===== config.mk =====
export PLATFORM = sky130hd
export DESIGN_NAME = grf_scoreboard
export DESIGN_NICKNAME = d
export VERILOG_FILES = /design/src/rtl/grf_scoreboard.sv
export SDC_FILE = /design/constraint.sdc
export NUM_CORES = 2
export LEC_CHECK = 0
export BUFFER_PORTS_ARGS = -buffer_cell sky130_fd_sc_hd__buf_4
export CAP_MARGIN = 20
export CORE_ASPECT_RATIO = 0.8
export CORE_MARGIN = 4
export CORE_UTILIZATION = 45
export DETAILED_ROUTE_END_ITERATION = 8
export GPL_ROUTABILITY_DRIVEN = 0
export SLEW_MARGIN = 20
export SYNTH_ARGS = -nofsm -noshare
export SYNTH_HDL_FRONTEND = slang
export SYNTH_SLANG_ARGS = --single-unit

===== constraint.sdc =====
create_clock -name clk -period 5.5 [get_ports clk]
set_clock_uncertainty 0.2 [all_clocks]
set_input_delay 0.275 -clock clk [delete_from_list [all_inputs] [get_ports clk]]
set_output_delay 0.275 -clock clk [all_outputs]
set_load 0.02 [all_outputs]

===== src/rtl/grf_scoreboard.sv =====
// General register file with combinational bypassed reads and a per-register
// pending-write scoreboard used by decode for RAW hazard detection and issue throttling.
module grf_scoreboard #(
    parameter int DATA_W = 32,
    parameter int ADDR_W = 5,
    parameter int NRD    = 2,
    parameter int PEND_W = 2
) (
    input  logic                    clk,
    input  logic                    reset,
    input  logic [NRD*ADDR_W-1:0]   rd_addr,
    output logic [NRD*DATA_W-1:0]   rd_data,
    output logic [NRD-1:0]          rd_busy,
    input  logic                    iss_valid,
    input  logic [ADDR_W-1:0]       iss_addr,
    output logic                    iss_ready,
    input  logic                    wb_valid,
    input  logic [ADDR_W-1:0]       wb_addr,
    input  logic [DATA_W-1:0]       wb_data,
    input  logic [31:0]             wb_pc,
    input  logic                    flush,
    output logic                    pend_any,
    output logic                    err_underflow
);
    localparam int DEPTH = 1 << ADDR_W;
    localparam logic [PEND_W-1:0] CNT_MAX = '1;
    localparam logic [PEND_W-1:0] CNT_ONE = PEND_W'(1);

    logic [DATA_W-1:0] regs [DEPTH];
    logic [PEND_W-1:0] cnt  [DEPTH];

    logic              wb_live;
    logic              iss_hit;
    logic              iss_acc;
    logic [ADDR_W-1:0] ra   [NRD];
    logic [NRD-1:0]    rhit;
    logic [DEPTH-1:0]  inc_v;
    logic [DEPTH-1:0]  dec_v;

    assign wb_live = wb_valid && (wb_addr != '0);
    assign iss_hit = wb_live && (wb_addr == iss_addr);

    // A full counter still accepts an issue when the same register retires this cycle.
    assign iss_ready = reset && !flush &&
                       ((iss_addr == '0) || (cnt[iss_addr] != CNT_MAX) || iss_hit);
    assign iss_acc   = iss_valid && iss_ready;

    always_comb begin
        rd_data = '0;
        rd_busy = '0;
        for (int p = 0; p < NRD; p++) begin
            ra[p]   = rd_addr[p*ADDR_W +: ADDR_W];
            rhit[p] = wb_live && (wb_addr == ra[p]);
            if (reset && (ra[p] != '0)) begin
                rd_data[p*DATA_W +: DATA_W] = rhit[p] ? wb_data : regs[ra[p]];
                rd_busy[p] = (cnt[ra[p]] > CNT_ONE) || ((cnt[ra[p]] == CNT_ONE) && !rhit[p]);
            end
        end
    end

    always_comb begin
        inc_v    = '0;
        dec_v    = '0;
        pend_any = 1'b0;
        for (int i = 1; i < DEPTH; i++) begin
            inc_v[i] = iss_acc && (iss_addr == ADDR_W'(i));
            dec_v[i] = wb_live && (wb_addr == ADDR_W'(i)) && (cnt[i] != '0);
            if (cnt[i] != '0)
                pend_any = 1'b1;
        end
    end

    always_ff @(posedge clk or negedge reset) begin
        if (!reset) begin
            for (int i = 0; i < DEPTH; i++) begin
                regs[i] <= '0;
                cnt[i]  <= '0;
            end
            err_underflow <= 1'b0;
        end else begin
            if (wb_live) begin
                regs[wb_addr] <= wb_data;
                if (!flush && (cnt[wb_addr] == '0))
                    err_underflow <= 1'b1;
            end
            for (int i = 1; i < DEPTH; i++) begin
                if (flush)
                    cnt[i] <= '0;
                else if (inc_v[i] && !dec_v[i])
                    cnt[i] <= cnt[i] + CNT_ONE;
                else if (dec_v[i] && !inc_v[i])
                    cnt[i] <= cnt[i] - CNT_ONE;
            end
        end
    end

`ifndef SYNTHESIS
    always @(posedge clk) begin
        if (reset && wb_live)
            $display("%d@%h: $%d <= %h", $time, wb_pc, wb_addr, wb_data);
    end
`endif

endmodule


* Word-level counts from Yosys, hierarchy flattened
Cells that the tools add are included.
** Storage, ports and cells
- Bits in registers :: 1087
- Input port bits :: 89
- Word-level logic and storage cells :: 661
- Output and inout bits :: 69
** Cells by class
- $lt $le $gt $ge :: 7
- Bitwise operators :: 4
- Reductions and logical operators :: 305
- Add/sub/neg operators :: 62
- Equal/unequal tests :: 68
- Muxes and demuxes :: 151
** Operators with widths (count)
- 1024-bit bitwise mux :: 1
- 32-bit binary-select mux with 5-bit select :: 2
- 32-bit 2-to-1 mux :: 9
- 2-bit 2-to-1 mux :: 101
- 1-bit logical AND :: 168
- 32-bit demux with 5-bit select :: 1
- 5-bit == test, second input constant :: 32
- 3-bit nonzero test :: 31
- 5-bit by 4-bit == test with 1-bit output, second input constant :: 16
- 1-bit zero test :: 65
- 2-bit by 1-bit adder with 2-bit output, second input constant :: 31
- 2-bit nonzero test :: 31
- 2-bit by 1-bit subtractor with 2-bit output, second input constant :: 31
- 2-bit binary-select mux with 5-bit select :: 4
- 5-bit by 3-bit == test with 1-bit output, second input constant :: 8
- 1-bit 2-to-1 mux :: 33
- 6-bit greater-or-equal comparator, second input constant :: 4
- 5-bit NOT with 6-bit output :: 4
- 5-bit by 2-bit == test with 1-bit output, second input constant :: 4
- 5-bit == test :: 3
- 5-bit nonzero test :: 3
- 5-bit by 1-bit == test with 1-bit output, second input constant :: 2
- 6-bit by 1-bit < comparator with 1-bit output, second input constant :: 1
- 5-bit zero test :: 1
- other kinds (6) :: 11

* Logic depth before layout (Yosys ltp)
- Depth in word-level cells :: 32
- Gate-level depth with buffers :: 12
- Gate-level depth less buffers :: 7

* Worst setup path after synthesis
Ideal clock, no wire load.
- Path type :: input-to-output
- From :: input rd_addr[0]
- To :: output rd_data[0]
- Buffers on the path :: 3
- Arrival :: 2.419 ns
- Slack :: 2.606 ns
- Data required time :: 5.025 ns
- Stages on the path :: 8
- Cell sequence :: buf_2 -> buf_2 -> buf_1 -> mux4_2 -> a22oi_1 -> o21ai_0 -> o211ai_1 -> a21oi_1
** On the way
- Word-level cells in the longest chain between the ends :: 6
- Elaborated cells between the ends (all ways) :: 10
- Classes of those cells :: eq/ne: 1; mux: 5; bitwise: 1; reduce/logical: 3
** Ends and longest elaborated chain
- from (decl) :: line 11 : input logic [NRD*ADDR_W-1:0] rd_addr,
- 5-bit NOT with 6-bit output (implied by the code) :: line 55 : rd_data[p*DATA_W +: DATA_W] = rhit[p] ? wb_data : regs[ra[p]];
- 32-bit binary-select mux with 5-bit select :: line 55
- 32-bit 2-to-1 mux (implied by the code) (2 in a row) :: line 55
- 32-bit 2-to-1 mux :: line 55
- 32-bit 2-to-1 mux (*) :: line 54 : if (reset && (ra[p] != '0)) begin
- to (decl) :: line 12 : output logic [NRD*DATA_W-1:0] rd_data,
Every way passes the cells marked *; elsewhere a longest branch is shown, timed or not. The select of a mux whose other input is x is not followed.

* Worst setup path in the final report
- From :: register cnt[0] (netlist name)
- To :: register cnt[3] (netlist name)
** On the way
- Word-level cells in the longest chain between the ends :: 12
- Elaborated cells between the ends (all ways) :: 15
- Classes of those cells :: eq/ne: 1; mux: 5; reduce/logical: 9
** Ends and longest elaborated chain
- from (decl) :: line 30 : logic [PEND_W-1:0] cnt [DEPTH];
- from (signal, indexed assignment) :: line 90 : cnt[i] <= cnt[i] + CNT_ONE;
- from (signal, indexed assignment) :: line 92 : cnt[i] <= cnt[i] - CNT_ONE;
- 2-bit binary-select mux with 5-bit select (*) :: line 45 : ((iss_addr == '0) || (cnt[iss_addr] != CNT_MAX) || iss_hit);
- 2-bit 2-to-1 mux (implied by the code) (*) (2 in a row) :: line 45
- 2-bit != test (*) :: line 45
- 1-bit logical OR (*) (2 in a row) :: line 45
- 1-bit logical AND (*) :: line 44 : assign iss_ready = reset && !flush &&
- 1-bit logical AND (*) :: line 46 : assign iss_acc = iss_valid && iss_ready;
- 1-bit logical AND (*) :: line 66 : inc_v[i] = iss_acc && (iss_addr == ADDR_W'(i));
- 1-bit logical AND / 1-bit zero test (equally long branches) :: line 89, 91
- 2-bit 2-to-1 mux / 1-bit logical AND (equally long branches) :: line 89, 91
- 2-bit 2-to-1 mux / 3-bit nonzero test (equally long branches)
Marked as above.
A chain may end at the register's enable or synchronous reset.

==> qor.txt <==
P_int: 0.01678 W
share of power burned in registers: 0.442
fill count: 11890
initial antenna violation count: 6
Synth top area share: 0.4396
HP Start: wb_addr[1]
Setup-failing EPs final: 0
cts bufs inserted: 120
largest family of logic cells by synthesized area: multiplexers
port bufs: 125
HPWL after DPL: 124.8 mm
Post-DP Area: 64330 um^2
maxcap violations: 0
Pins Over Slew Limit: 0
Synth Area in Compound Gates: 0.09989
Placeable Area: 136300 um^2
adder-cell area share of the yosys netlist: 0
worst-margin pin slew: 1.190 ns
first-pass GRT wire length: 325.2 mm
WL/cell: 30.57 um
CP most frequent cell: dlygate4sd3_1
GRT Util Overall: 0.3041
Data required, critical path: 5.98 ns
clk_lat worst skew: 0.75 ns
FF-to-FF Start: cnt[0]
switching power: 0.006808 W
Hold Crit Endpoint: cnt[0]
Top FF cell, synth: dfrtp_1
Static Leakage: 30.90 nW
clock power share: 0.359
#FFs+latches synth: 1087
Die Y: 339.7 um
Avg Synthesized Cell Area: 11.13 um^2
Critical Path AT: 4.86 ns
Reg2Reg Depth: 9
Initial DRT Pass Iterations: 8
Mapped Nets: 5650
total routed wirelength: 222.9 mm
Worst Hold Class: in2reg
grt ovf: 0
Post-Syn Instances: 5561
Synth area leader: dfrtp_1
Cells on Worst Hold Path: 6
DRC violations left: 0
slew margin rel.: 0.2047
fin crit share: 0.7972
Post-synth EDFFs: 0
die area: 143500 um^2
xor-xnor portion of the synthesized cell area: 0.005804
outcome: complete, no violations
Pwr Density: 342.0 nW/um^2
Period minus WS final: 4.385 ns
Seq/Total Area, Yosys: 0.4396
Net Sw Frac: 0.2886
TritonCTS clock tree: yes
H-tree levels: 3
post-synthesis simple-gate area fraction: 0.09025
Slowest-stage cell, CP: dlygate4sd3_1
Setup CP Type: reg2reg
DRT iter0 DRCs: 5839
Setup TNS: 0 ns
design area: 68980 um^2
Post-Syn Area: 61870 um^2
Worst setup EP type: register
Synth area leaders: dfrtp_1, mux2_2, mux4_2
mux share of post-synthesis cell area: 0.3278
vias in the first global route: 46130
starting density of the core: 0.4541
CP Launch Type: register
remaining antenna violation count after routing: 0
Max Fclk: 0.2281 GHz
clock root buffer: clkbuf_16
nets: 5498
Clock Tree Buf Depth: 3
Comb pwr share: 0.199
VDD IR max: 0.2718 mV
flop2flop setup slack: 1.12 ns
crit-path cells: mux4_2 > mux2i_1 > o22ai_1 > a22oi_4 > buf_4 > o2111ai_4 > dlygate4sd3_1 > o41ai_1 > dlygate4sd3_1
Final Hold Vio Count: 0
Synth cell types: 69
CP peak stage delay: 0.66 ns
area delta synth->final: 11.49%
mean number of vias per cell: 6.564
largest net degree at the start of global routing: 171
synth warn: 2
clock slew at reported path FFs: 0.06 ns
RSZ-0062 raised after global routing: false
row count: 121
FFs w/ async S/R, synth: 1.000
chip width: 422.6 um
Vias: 47870
share of layout cells above drive strength 1: 0.3017
crit-path max FO: 20
clk sinks: 1087
io pins: 158
reg2reg end: cnt[3]
-- layout make-up --
type / instances / area [um^2] / area share
Antenna cell: 3 / 7.507 / 0.0001088
Sequential cell: 1087 / 27200 / 0.3943
Clock inverter: 55 / 633.1 / 0.009178
Timing Repair Buffer: 289 / 2658 / 0.03853
Multi-Input combinational cell: 3905 / 32760 / 0.4749
Inverter: 6 / 22.52 / 0.0003265
Clock buffer: 164 / 3471 / 0.05032
Tap cell: 1783 / 2231 / 0.03234
-- placed cells by master, fill, tap and decap left out, types with 35 or more instances in the layout --
cell type / n
xnor2_1: 35
nor2_1: 252
mux2i_1: 389
buf_4: 210
a221oi_1: 129
mux4_2: 300
mux2_2: 840
a22oi_1: 131
dlygate4sd3_1: 47
dfrtp_1: 1087
o211ai_1: 130
o21ai_0: 225
clkbuf_16: 122
nand2_1: 952
a21oi_1: 236
-- cell usage after synthesis (all sizes together) (4+ instances only) --
| cell type | count |
|---|---|
| a2111oi | 17 |
| a211oi | 11 |
| a21oi | 236 |
| a221oi | 129 |
| a22o | 4 |
| a22oi | 132 |
| a31oi | 18 |
| and2 | 8 |
| buf | 119 |
| clkbuf | 444 |
| dfrtp | 1087 |
| inv | 6 |
| mux2 | 841 |
| mux2i | 389 |
| mux4 | 306 |
| nand2 | 976 |
| nand2b | 14 |
| nand3 | 11 |
| nand4 | 6 |
| nor2 | 268 |
| nor2b | 20 |
| nor3 | 23 |
| nor3b | 24 |
| nor4 | 10 |
| o2111ai | 4 |
| o211ai | 130 |
| o21ai | 232 |
| o21bai | 4 |
| o32ai | 6 |
| o41ai | 4 |
| or2 | 5 |
| or3 | 4 |
| or4 | 4 |
| xnor2 | 35 |
| xor2 | 6 |
-- what timing repair did --
item                                   in CTS  in global routing
hold buffers                               48                  0
gates resized for setup                     0                  0
setup buffers                               0                  0
endpoints found under the hold margin    1312                  0
-- cells by family (layout without fill, tap and decap cells) --
kind of cell	Yosys count	after routing
xor+xnor	41	41
mux	1536	1536
compound gates	941	941
other cells	0	3
buf+inv	569	514
flops	1087	1087
simple gates	1387	1387
-- worst max-delay path by stage --
stage / cells after the start / endpoint / startpoint
finish: 9 / cnt[3] / cnt[0]
global route: 9 / cnt[3] / cnt[0]
CTS: 9 / cnt[3] / cnt[0]
detailed placement: 9 / rd_data[61] / rd_addr[7]
global placement: 9 / rd_data[61] / rd_addr[7]
floorplan: 8 / rd_data[0] / rd_addr[0]
-- sequential cells by signal (all words and copies together), names as in the netlist --
name	flops
cnt	62
err_underflow	1
regs	1024
-- per-layer routing --
metal  wire [um]  global-route usage  part of all wire  up-vias
li1            -                   -                 -    20050
met1       90960              0.4188              0.41    24770
met2       99080              0.4613              0.44     2468
met3       21020             0.06720             0.094      578
met4       11860              0.1384             0.053        4
met5          22                   0          0.000099        -
-- worst max-delay path, delay by kind of cell (launching register included) --
family / cells / cell delay, ns
buffers and inverters: 3 / 1.57
flip-flops: 1 / 0.50
multiplexers: 2 / 0.77
AO/OA/AOI/OAI: 4 / 1.27
-- power by group through the flow --
| stage | Combinational (W) | Sequential, W | Clock [W] |
|---|---|---|---|
| final | 0.00469 | 0.0104 | 0.00847 |
| after global placement | 0.00452 | 0.0104 | 0 |
| after global routing | 0.00506 | 0.0106 | 0.00892 |
| after detailed placement | 0.00461 | 0.0105 | 0 |
| after floorplan | 0.00343 | 0.0102 | 0 |
| after CTS | 0.00466 | 0.0104 | 0.00857 |
-- metrics by stage --
stage / instances / worst slack [ns] / total power, W / hold slack (ns) / util
final: 7292 / 1.116 / 0.02359 / 0.05586 / 0.5063
after global routing: 7289 / 1.043 / 0.02457 / 0.09086 / 0.5062
after CTS: 7288 / 1.261 / 0.02361 / 0.007325 / 0.5059
after detailed placement: 7021 / 1.415 / 0.01513 / 0.03075 / 0.4721
after global placement: 7019 / 1.406 / 0.01494 / 0.02947 / 0.4718
after floorplan: 5561 / 2.606 / 0.01365 / -0.2206 / -
No activity file was read; power rests on OpenSTA's default activity.
